## src/rtl/sb_spi_host_pkg.sv

```systemverilog
// Shared constants and state encoding for the SB_SPI bus-master sequencer.
// Register addresses are the low nibble of the system-bus address of the hard IP.
package sb_spi_pkg;

  localparam logic [3:0] REG_CR0  = 4'h8;
  localparam logic [3:0] REG_CR1  = 4'h9;
  localparam logic [3:0] REG_CR2  = 4'hA;
  localparam logic [3:0] REG_BR   = 4'hB;
  localparam logic [3:0] REG_SR   = 4'hC;
  localparam logic [3:0] REG_TXDR = 4'hD;
  localparam logic [3:0] REG_RXDR = 4'hE;
  localparam logic [3:0] REG_CSR  = 4'hF;

  localparam int SR_TRDY = 4;
  localparam int SR_RRDY = 3;

  localparam logic [7:0] CR0_INIT = 8'h00;
  localparam logic [7:0] CR1_INIT = 8'h80;
  localparam logic [7:0] CR2_INIT = 8'hC0;
  localparam logic [7:0] CSR_IDLE = 8'h0F;

  typedef enum logic [3:0] {
    ST_INIT_CR0,
    ST_INIT_CR1,
    ST_INIT_CR2,
    ST_INIT_BR,
    ST_INIT_CSR,
    ST_IDLE,
    ST_CS_ON,
    ST_POLL_T,
    ST_WR_TX,
    ST_POLL_R,
    ST_RD_RX,
    ST_NEXT,
    ST_CS_OFF,
    ST_ERR
  } state_t;

  function automatic logic [7:0] reg_addr(input logic [3:0] hi, input logic [3:0] lo);
    return {hi, lo};
  endfunction

endpackage

```

## src/rtl/sb_spi_host_if.sv

```systemverilog
// Byte-stream handshake plus SB_SPI system-bus signals of the host.
// master = the sequencer; slave = the environment (upstream logic and the hard IP).
interface sb_spi_host_if;
  logic [7:0] tx_data;
  logic       tx_valid;
  logic       tx_ready;
  logic       tx_last;
  logic [7:0] rx_data;
  logic       rx_valid;
  logic       sb_rw;
  logic       sb_stb;
  logic [7:0] sb_adr;
  logic [7:0] sb_wdat;
  logic [7:0] sb_rdat;
  logic       sb_ack;
  logic       busy;
  logic       error;

  modport master (
    input  tx_data, tx_valid, tx_last, sb_rdat, sb_ack,
    output tx_ready, rx_data, rx_valid, sb_rw, sb_stb, sb_adr, sb_wdat, busy, error
  );

  modport slave (
    output tx_data, tx_valid, tx_last, sb_rdat, sb_ack,
    input  tx_ready, rx_data, rx_valid, sb_rw, sb_stb, sb_adr, sb_wdat, busy, error
  );
endinterface

```

## src/rtl/sb_spi_host_bus_access.sv

```systemverilog
// Single strobe/ack transaction on the SB_SPI system bus with an ack timeout.
// done/timeout/rdata are valid on the edge that ends the strobe, so callers act on that same edge.
module sb_bus_access #(
  parameter int ACK_TIMEOUT = 255
) (
  input  logic       clk,
  input  logic       rst,
  input  logic       start,
  input  logic       rw,
  input  logic [7:0] addr,
  input  logic [7:0] wdata,
  output logic       done,
  output logic       timeout,
  output logic [7:0] rdata,
  output logic       sb_stb,
  output logic       sb_rw,
  output logic [7:0] sb_adr,
  output logic [7:0] sb_wdat,
  input  logic [7:0] sb_rdat,
  input  logic       sb_ack
);

  localparam int CW = ($clog2(ACK_TIMEOUT + 1) > 8) ? $clog2(ACK_TIMEOUT + 1) : 8;

  logic [CW-1:0] wait_cnt_reg;
  logic          stb_reg;
  logic          rw_reg;
  logic [7:0]    adr_reg;
  logic [7:0]    wdat_reg;

  // An ack on the expiry cycle wins over the timeout.
  assign done    = stb_reg & sb_ack;
  assign timeout = stb_reg & ~sb_ack & (wait_cnt_reg == CW'(ACK_TIMEOUT - 1));
  assign rdata   = sb_rdat;

  always_ff @(posedge clk or posedge rst) begin
    if (rst) begin
      stb_reg      <= 1'b0;
      rw_reg       <= 1'b0;
      adr_reg      <= 8'h00;
      wdat_reg     <= 8'h00;
      wait_cnt_reg <= '0;
    end else if (stb_reg) begin
      if (done || timeout) begin
        stb_reg <= 1'b0;
      end else begin
        wait_cnt_reg <= wait_cnt_reg + 1'b1;
      end
    end else if (start) begin
      stb_reg      <= 1'b1;
      rw_reg       <= rw;
      adr_reg      <= addr;
      wdat_reg     <= wdata;
      wait_cnt_reg <= '0;
    end
  end

  assign sb_stb  = stb_reg;
  assign sb_rw   = rw_reg;
  assign sb_adr  = adr_reg;
  assign sb_wdat = wdat_reg;

endmodule

```

## src/rtl/sb_spi_host.sv

```systemverilog
// Configures the iCE40 SB_SPI hard IP as master and runs one polled full-duplex
// transfer per TX byte, holding chip select across a frame until tx_last.
module sb_spi_host #(
  parameter logic [3:0] BUS_ADDR74  = 4'b0000,
  parameter logic [7:0] SPI_BR      = 8'd7,
  parameter logic [3:0] CS_MASK     = 4'b1110,
  parameter int         ACK_TIMEOUT = 255
) (
  input  logic          clk,
  input  logic          reset,
  sb_spi_host_if.master bus
);
  import sb_spi_pkg::*;

  state_t     state_reg, state_next;
  logic       issued_reg;
  logic [7:0] data_reg;
  logic       last_reg;
  logic       tx_ready_reg;
  logic       busy_reg;
  logic       error_reg;
  logic [7:0] rx_data_reg;
  logic       rx_valid_reg;

  logic       acc_en, acc_rw, acc_start, acc_done, acc_timeout;
  logic [3:0] acc_lo;
  logic [7:0] acc_wdat, acc_rdata;
  logic       accept;

  // Each access state issues exactly one strobe per visit; polling re-issues after each done.
  assign acc_start = acc_en & ~issued_reg;

  sb_bus_access #(.ACK_TIMEOUT(ACK_TIMEOUT)) u_access (
    .clk     (clk),
    .rst     (reset),
    .start   (acc_start),
    .rw      (acc_rw),
    .addr    (reg_addr(BUS_ADDR74, acc_lo)),
    .wdata   (acc_wdat),
    .done    (acc_done),
    .timeout (acc_timeout),
    .rdata   (acc_rdata),
    .sb_stb  (bus.sb_stb),
    .sb_rw   (bus.sb_rw),
    .sb_adr  (bus.sb_adr),
    .sb_wdat (bus.sb_wdat),
    .sb_rdat (bus.sb_rdat),
    .sb_ack  (bus.sb_ack)
  );

  always_comb begin
    state_next = state_reg;
    acc_en     = 1'b0;
    acc_rw     = 1'b0;
    acc_lo     = REG_SR;
    acc_wdat   = 8'h00;
    accept     = 1'b0;
    case (state_reg)
      ST_INIT_CR0: begin
        acc_en = 1'b1; acc_rw = 1'b1; acc_lo = REG_CR0; acc_wdat = CR0_INIT;
        if (acc_done) state_next = ST_INIT_CR1;
      end
      ST_INIT_CR1: begin
        acc_en = 1'b1; acc_rw = 1'b1; acc_lo = REG_CR1; acc_wdat = CR1_INIT;
        if (acc_done) state_next = ST_INIT_CR2;
      end
      ST_INIT_CR2: begin
        acc_en = 1'b1; acc_rw = 1'b1; acc_lo = REG_CR2; acc_wdat = CR2_INIT;
        if (acc_done) state_next = ST_INIT_BR;
      end
      ST_INIT_BR: begin
        acc_en = 1'b1; acc_rw = 1'b1; acc_lo = REG_BR; acc_wdat = SPI_BR;
        if (acc_done) state_next = ST_INIT_CSR;
      end
      ST_INIT_CSR: begin
        acc_en = 1'b1; acc_rw = 1'b1; acc_lo = REG_CSR; acc_wdat = CSR_IDLE;
        if (acc_done) state_next = ST_IDLE;
      end
      ST_IDLE: begin
        accept = bus.tx_valid & tx_ready_reg;
        if (accept) state_next = ST_CS_ON;
      end
      ST_CS_ON: begin
        acc_en = 1'b1; acc_rw = 1'b1; acc_lo = REG_CSR; acc_wdat = {4'h0, CS_MASK};
        if (acc_done) state_next = ST_POLL_T;
      end
      ST_POLL_T: begin
        acc_en = 1'b1; acc_lo = REG_SR;
        if (acc_done && acc_rdata[SR_TRDY]) state_next = ST_WR_TX;
      end
      ST_WR_TX: begin
        acc_en = 1'b1; acc_rw = 1'b1; acc_lo = REG_TXDR; acc_wdat = data_reg;
        if (acc_done) state_next = ST_POLL_R;
      end
      ST_POLL_R: begin
        acc_en = 1'b1; acc_lo = REG_SR;
        if (acc_done && acc_rdata[SR_RRDY]) state_next = ST_RD_RX;
      end
      ST_RD_RX: begin
        acc_en = 1'b1; acc_lo = REG_RXDR;
        if (acc_done) state_next = last_reg ? ST_CS_OFF : ST_NEXT;
      end
      ST_NEXT: begin
        accept = bus.tx_valid & tx_ready_reg;
        if (accept) state_next = ST_POLL_T;
      end
      ST_CS_OFF: begin
        acc_en = 1'b1; acc_rw = 1'b1; acc_lo = REG_CSR; acc_wdat = CSR_IDLE;
        if (acc_done) state_next = ST_IDLE;
      end
      default: state_next = ST_ERR;
    endcase
    if (acc_timeout) state_next = ST_ERR;
  end

  always_ff @(posedge clk or posedge reset) begin
    if (reset) begin
      state_reg    <= ST_INIT_CR0;
      issued_reg   <= 1'b0;
      data_reg     <= 8'h00;
      last_reg     <= 1'b0;
      tx_ready_reg <= 1'b0;
      busy_reg     <= 1'b1;
      error_reg    <= 1'b0;
      rx_data_reg  <= 8'h00;
      rx_valid_reg <= 1'b0;
    end else begin
      state_reg <= state_next;
      if (acc_done || acc_timeout) begin
        issued_reg <= 1'b0;
      end else if (acc_start) begin
        issued_reg <= 1'b1;
      end
      if (accept) begin
        data_reg <= bus.tx_data;
        last_reg <= bus.tx_last;
      end
      // Status outputs follow the state being entered so they are registered yet not late.
      tx_ready_reg <= (state_next == ST_IDLE) || (state_next == ST_NEXT);
      busy_reg     <= !((state_next == ST_IDLE) || (state_next == ST_NEXT) || (state_next == ST_ERR));
      error_reg    <= error_reg | acc_timeout;
      rx_valid_reg <= (state_reg == ST_RD_RX) && acc_done;
      if ((state_reg == ST_RD_RX) && acc_done) begin
        rx_data_reg <= acc_rdata;
      end
    end
  end

  assign bus.tx_ready = tx_ready_reg;
  assign bus.busy     = busy_reg;
  assign bus.error    = error_reg;
  assign bus.rx_data  = rx_data_reg;
  assign bus.rx_valid = rx_valid_reg;

endmodule
```

## src/flat_wrapper.sv

```systemverilog
// flat-port wrapper written by rule: the top's interface ports become plain ports
module sb_spi_host_flat import sb_spi_pkg::*;
#(
  parameter logic [3:0] BUS_ADDR74  = 4'b0000,
  parameter logic [7:0] SPI_BR      = 8'd7,
  parameter logic [3:0] CS_MASK     = 4'b1110,
  parameter int         ACK_TIMEOUT = 255
)
  (clk, reset, bus_tx_data, bus_tx_valid, bus_tx_last, bus_sb_rdat, bus_sb_ack, bus_tx_ready, bus_rx_data, bus_rx_valid, bus_sb_rw, bus_sb_stb, bus_sb_adr, bus_sb_wdat, bus_busy, bus_error);
  sb_spi_host_if bus_i ();
  input  logic clk;
  input  logic reset;
  input wire logic [$bits(bus_i.tx_data)-1:0] bus_tx_data;
  input wire logic [$bits(bus_i.tx_valid)-1:0] bus_tx_valid;
  input wire logic [$bits(bus_i.tx_last)-1:0] bus_tx_last;
  input wire logic [$bits(bus_i.sb_rdat)-1:0] bus_sb_rdat;
  input wire logic [$bits(bus_i.sb_ack)-1:0] bus_sb_ack;
  output wire logic [$bits(bus_i.tx_ready)-1:0] bus_tx_ready;
  output wire logic [$bits(bus_i.rx_data)-1:0] bus_rx_data;
  output wire logic [$bits(bus_i.rx_valid)-1:0] bus_rx_valid;
  output wire logic [$bits(bus_i.sb_rw)-1:0] bus_sb_rw;
  output wire logic [$bits(bus_i.sb_stb)-1:0] bus_sb_stb;
  output wire logic [$bits(bus_i.sb_adr)-1:0] bus_sb_adr;
  output wire logic [$bits(bus_i.sb_wdat)-1:0] bus_sb_wdat;
  output wire logic [$bits(bus_i.busy)-1:0] bus_busy;
  output wire logic [$bits(bus_i.error)-1:0] bus_error;
  assign bus_i.tx_data = bus_tx_data;
  assign bus_i.tx_valid = bus_tx_valid;
  assign bus_i.tx_last = bus_tx_last;
  assign bus_i.sb_rdat = bus_sb_rdat;
  assign bus_i.sb_ack = bus_sb_ack;
  assign bus_tx_ready = bus_i.tx_ready;
  assign bus_rx_data = bus_i.rx_data;
  assign bus_rx_valid = bus_i.rx_valid;
  assign bus_sb_rw = bus_i.sb_rw;
  assign bus_sb_stb = bus_i.sb_stb;
  assign bus_sb_adr = bus_i.sb_adr;
  assign bus_sb_wdat = bus_i.sb_wdat;
  assign bus_busy = bus_i.busy;
  assign bus_error = bus_i.error;
  sb_spi_host #(.BUS_ADDR74(BUS_ADDR74), .SPI_BR(SPI_BR), .CS_MASK(CS_MASK), .ACK_TIMEOUT(ACK_TIMEOUT)) u_core (.clk(clk), .reset(reset), .bus(bus_i));
endmodule
```

## config.mk

```make
export PLATFORM = sky130hd
export DESIGN_NAME = sb_spi_host_flat
export DESIGN_NICKNAME = d
export VERILOG_FILES = /design/src/rtl/sb_spi_host_pkg.sv /design/src/rtl/sb_spi_host_if.sv /design/src/rtl/sb_spi_host_bus_access.sv /design/src/rtl/sb_spi_host.sv /design/src/flat_wrapper.sv
export SDC_FILE = /design/constraint.sdc
export NUM_CORES = 1
export LEC_CHECK = 0
export CORE_UTILIZATION = 45
export DETAILED_ROUTE_END_ITERATION = 6
export HOLD_SLACK_MARGIN = 0.02
export PLACE_DENSITY = 0.72
export SYNTH_ARGS = -nofsm -noshare
export SYNTH_HDL_FRONTEND = slang
export SYNTH_SLANG_ARGS = --single-unit
```

## constraint.sdc

```tcl
create_clock -name clk -period 2.52 [get_ports clk]
set_input_delay 0.504 -clock clk [delete_from_list [all_inputs] [get_ports clk]]
set_output_delay 0.504 -clock clk [all_outputs]
set_load 0.02 [all_outputs]
```

# After elaboration in Yosys (flattened, before gate mapping)
# Cells that the tools add are included.
# W data, S select, Z words.
# totals
register_bits	48
in_bits	21
output_inout_bits	30
wordCells	86
# op_classes
n_addsub	1
n_eq_ne	17
mux	28
n_bitwise	9
n_reduce_logical	17
# op_table
op	count
$mux W4	13
$pmux W4 S12	1
$pmux W8 S6	1
$eq A4 B4 Y1 const B	7
$mux W8	3
$pmux W3 S7	1
$eq A4 B3 Y1 const B	5
$reduce_or A11 Y1	1
$add A8 B1 Y8 const B	1
$eq A4 B2 Y1 const B	2
$eq A8 B8 Y1 const B	1
$mux W1	8
$reduce_or A8 Y1	1
$and A1 B1 Y1	5
$eq A4 B1 Y1 const B	1
$logic_not A4 Y1	1
$reduce_and A2 Y1	2
$reduce_bool A2 Y1	2
$reduce_or A2 Y1	2
$logic_and A1 B1 Y1	3
$logic_or A1 B1 Y1	3
$mux W3	1
$not A1 Y1	3
$reduce_or A3 Y1	1
3 further kinds	3

# Depth between registers and ports, before layout
# logic_depth
ltp_word	9
ltp_mapped	8
ltp_nobuf	7

# Cells and area by module
# A second synthesis with hierarchy kept.
# hier_totals
hier_cells	278
hier_area_um2	2829.0
# modules_own_cells
module	instances	cells_per_inst	area_per_inst_um2	seq_area_each_um2
sb_spi_host	1	146	1542.7	651.9
sb_bus_access	1	132	1286.2	650.6

# Least setup slack after synthesis
# Ideal clock, no wire load.
# synth_path
kind	input to register
start	in bus_sb_ack
end	reg u_core.busy_reg, in the netlist u_core.bus.busy
setup_ns	0.077
arrival_ns	1.813
required_time_ns	2.443
slack_ns	0.630
path_stages	6
path_buffers	1
cell_sequence	buf_2 and4b_1 a221oi_2 nor4_2 mux2_2 o21a_1
# synth_via
elab_chain_cells	9
word_cells_on_any_way	24
classes_between	eq/ne: 3; mux: 12; bitwise: 4; reduce/logical: 5
# synth_rtl
item	line	rtl
start: declaration	flat_wrapper.sv:17	input wire logic [$bits(bus_i.sb_ack)-1:0] bus_sb_ack;
$and A1 B1 Y1	sb_spi_host_bus_access.sv:32	assign done = stb_reg & sb_ack;
$logic_and A1 B1 Y1 (on tied branches)	sb_spi_host.sv:97, sb_spi_host.sv:89	
$mux W4 (on tied branches)	sb_spi_host.sv:97, sb_spi_host.sv:89	
$pmux W4 S12	sb_spi_host.sv:58	case (state_reg)
$mux W4 *	sb_spi_host.sv:113	if (acc_timeout) state_next = ST_ERR;
$eq A4 B3 Y1 / $eq A4 B4 Y1 (equally long branches)	sb_spi_host.sv:140	busy_reg <= !((state_next == ST_IDLE) || (state_next == ST_NEXT) || (state_next == ST_ERR));
$logic_or A1 B1 Y1	sb_spi_host.sv:140	
$logic_or A1 B1 Y1 *	sb_spi_host.sv:140	
$logic_not A1 Y1 *	sb_spi_host.sv:140	
end signal: assignment	sb_spi_host.sv:140	
end: declaration	sb_spi_host.sv:20	logic busy_reg;
# Every way passes the cells marked *; elsewhere a longest branch is shown, timed or not.
# A chain may end at the register's enable or synchronous reset.

# Worst setup path in the final report
# layout_path
start	reg u_core.state_reg[0]
end	reg u_core.busy_reg, in the netlist u_core.bus.busy
# layout_via
elab_chain_cells	8
word_cells_on_any_way	34
classes_between	eq/ne: 15; mux: 14; reduce/logical: 5
# layout_rtl
item	line	rtl
start: declaration	sb_spi_host.sv:15	state_t state_reg, state_next;
start signal: assignment	sb_spi_host.sv:128	state_reg <= state_next;
$eq A4 B3 Y1 / $eq A4 B4 Y1 (equally long branches)	sb_spi_host.sv:58	
$reduce_or A2 Y1 (no source line)	n/a	
$pmux W4 S12 *	sb_spi_host.sv:58	
$mux W4 *	sb_spi_host.sv:113	
$eq A4 B3 Y1 / $eq A4 B4 Y1 (equally long branches)	sb_spi_host.sv:140	
$logic_or A1 B1 Y1	sb_spi_host.sv:140	
$logic_or A1 B1 Y1 *	sb_spi_host.sv:140	
$logic_not A1 Y1 *	sb_spi_host.sv:140	
# Marked as above.

==> impl_results.md <==
- CTS clock-pin slew for the worst setup and hold paths: approximately 80 ps
- Required time of the critical path: 2760 ps
- Fin crit period: 2150 ps
- Post-detail-place hpwl: 3680 µm
- Critical path's slowest cell: dfrtp_1
- Leakage power: 0.00135 µW
- Number of core rows: 26
- Post-Synth XOR/XNOR Area: 0.0142
- Worst skew pair latency: 290 ps
- Core outline area: between 5000 and 6000 µm²
- Vias in the first global route: around 1,800
- Routed vias/inst: 5.39
- Adder-Cell Fraction of Synth Area: 0.0102
- Number of buffers added on ports: between 40 and 50
- Total wire length: 5030 µm
- Count of final setup violators: 0
- Final instance area: 3080 µm²
- CTS tree: done
- Sw frac: 0.390
- Worst reg-to-reg path cell count: 5
- Async SR Flop Fraction: 1.00
- Initial antenna violation count: 0
- PD cells: 1010 nW/µm²
- R2R Path Start: u_core.state_reg[0]
- Area after DPL: approximately 3000 µm²
- Internal Pwr Total: 1890 µW
- DR vias: 1,945
- Io pins: 51
- Setup Skew: 2.69 ps
- CP delay by family, top: flip-flops
- Inst Count DP: 353
- Register area: 1200 µm²
- Max FO, Critical Path: 21
- Largest net degree at the start of global routing: 28
- Final design utilization: 0.596
- Yosys warning count: 0
- Seq/Total Area, Yosys: 0.489
- Max frequency: 466 MHz
- Layout cells sized above 1: 0.158
- Area of the multi-input gates: 1120 µm²
- Synth area leaders: dfrtp_1, mux2_2, nand2_1
- DIE AREA: slightly below 6000 µm²
- Worst Min Path Start: u_core.u_access.sb_adr[3]
- Final ANT Viol Nets: 0
- Fin cells: around 360
- Post-DR wirelength/cell: between 10 and 15 µm
- Worst hold endpoint: u_core.u_access.sb_adr[3]
- Antenna diodes: 0
- Period utilization: 0.851
- Slew Limit Fails: 0
- H-tree Lvls: 2
- Synth area leader: dfrtp_1
- Mux contribution to synthesized area: 0.0824
- GR Overflow Total: 0
- Worst Setup Path Type: reg2reg
- Post-CTS setup buffers: 0
- DIE HEIGHT: roughly 76 µm
- 1st-iter DRT viols: 120
- Crit path capture type: flip-flop
- Synth Instances: 246
- Critical-path cell list: and4b_1, a221oi_2, nor4_2, mux2_2, o21a_1
- Top cell type's share of synthesized area: 0.478
- Buf+Inv Stages, Crit Path: 0
- Setup TNS Final: 0 ps
- Worst-case clock buffer depth: 2
- VDD IR max: 0.477 mV
- R2R Setup Slk: between 300 and 400 ps
- Fillers: 466
- Max-Cap Viols: 0
- RR Endpoint: u_core.bus.busy
- Dominant synthesized flop cell: dfrtp_1
- Hold Vio Cnt, Final: 0
- Slew margin rel.: 0.532
- Synth Area in Simple Gates: 0.187
- Post-synth EDFFs: 0
- Hold Crit Class: reg2reg
- Least-Margin Pin Slew: 702 ps
- Post-synth cell types: 55
- Hold Path Stages: 1
- Combinational family with the most area after synthesis: simple AND/OR/NAND/NOR gates
- Flops & latches, synth: 48
- Gr usage total: 0.191
- Die Width: 75.9 µm
- Synth Area in Compound Gates: 0.153
- Status: complete, no violations
- First-pass GRT wire length: 8810 µm
- Flop pwr share: 0.412
- CTS Root Cell: clkbuf_8
- Logic pwr share: 0.415
- # DRC: 0
- Pre-antenna DRT Iters: 4
- Layout net count: 313
- Area growth syn-to-layout: 25.4%
- Final GP Congestion: between 0.8 and 0.9
- RSZ-0062 raised after global routing: false
- Crit path arrival time: 2380 ps
- CP Launch Type: flip-flop
- CTS Buf Count: 5
- Clk pwr share: 0.173
- P_sw: 1210 µW
- Area of the mapped netlist: 2460 µm²
- Max stage delay on crit path: 770 ps
- Post-Syn Area per Cell: between 9 and 10 µm²
- Initial Util: 0.475
- Clock sink total: 48
repair_timing:
| action | CTS | global route |
|---|---|---|
| setup endpoints to repair | 0 | 3 |
| hold buffers | 0 | 0 |
| hold endpoints to repair | 0 | 0 |
| gates resized for setup | 0 | 1 |
per-stage QoR:
stage / setup WS (ps) / total power, µW / hold slack, ps
detailed placement: 141 / 2580 / 458
finish: 375 / 3100 / 478
CTS: 172 / 3140 / 482
global placement: 158 / 2560 / 451
floorplan: 630 / 2130 / 480
global route: 185 / 3340 / 496
metal layers:
metal | up-vias | GRT usage | wire [µm]
met4 | 0 | 0.0635 | 65
li1 | 956 | - | -
met2 | 50 | 0.285 | 2300
met1 | 934 | 0.282 | 2440
met5 | - | 0 | 0
met3 | 5 | 0.0325 | 222
cell usage in the layout (no fill, tap or decap), types with 2 or more instances in the layout:
cell type        instances
dfrtp_1                 47
clkdlybuf4s50_1         46
nand2_1                 29
mux2_2                  18
a21oi_1                 16
o21ai_0                 16
nand3_1                 14
nor2_1                  11
buf_4                    8
inv_1                    6
nand2b_1                 6
clkbuf_8                 5
nor3_1                   4
or3_1                    4
conb_1                   4
xor2_1                   3
a31oi_1                  3
nand3b_1                 3
nor3_2                   2
nor2b_1                  2
and4_1                   2
a21o_1                   2
nand4_1                  2
a211oi_1                 2
and4b_1                  2
ha_1                     2
synth_stat cells (all sizes together) (3+ instances only):
master / count
a21oi: 17
nand3b: 3
mux2: 18
nand2: 30
nand2b: 6
clkbuf: 6
o21ai: 16
buf: 15
inv: 7
xor2: 3
a31oi: 3
dfrtp: 47
nand3: 14
nor2: 11
nor3: 6
or3: 4
cell type report:
cell class | count | area share
clock buffers | 6 | 0.0235
clock inverters | 2 | 0.0114
inverters | 7 | 0.00852
multi-input cells | 173 | 0.363
flip-flops and latches | 48 | 0.390
well taps | 70 | 0.0284
repair buffers | 55 | 0.175
worst max path at each step:
stage / start / end / slack, ps / depth (start not counted)
after floorplan: bus_sb_ack / u_core.bus.busy / 630 / 6
after global placement: bus_sb_ack / u_core.bus.busy / 160 / 6
after detailed placement: bus_sb_ack / u_core.bus.busy / 140 / 6
after CTS: u_core.state_reg[0] / u_core.u_access.sb_adr[2] / 170 / 5
after global routing: u_core.state_reg[0] / u_core.u_access.wait_cnt_reg[0] / 180 / 5
final: u_core.state_reg[0] / u_core.bus.busy / 370 / 5
power by group through the flow:
stage,clock (µW),combinational (µW),sequential [µW]
after global routing,596,1410,1340
after global placement,0,1270,1290
final,538,1290,1280
after CTS,564,1290,1280
after detailed placement,0,1280,1290
after floorplan,0,842,1290
cell families (layout without fill, tap and decap cells):
kind of cell / count (synthesis) / in the layout
buffers and inverters: 28 / 70
adders and majority gates: 2 / 2
DFF: 48 / 48
xor gates and xnor gates: 4 / 4
AOI/OAI and AO/OA: 56 / 56
other: 1 / 4
and+or+nand+nor: 89 / 89
muxes: 18 / 18
Note: power is estimated with default switching activity, not from simulation.
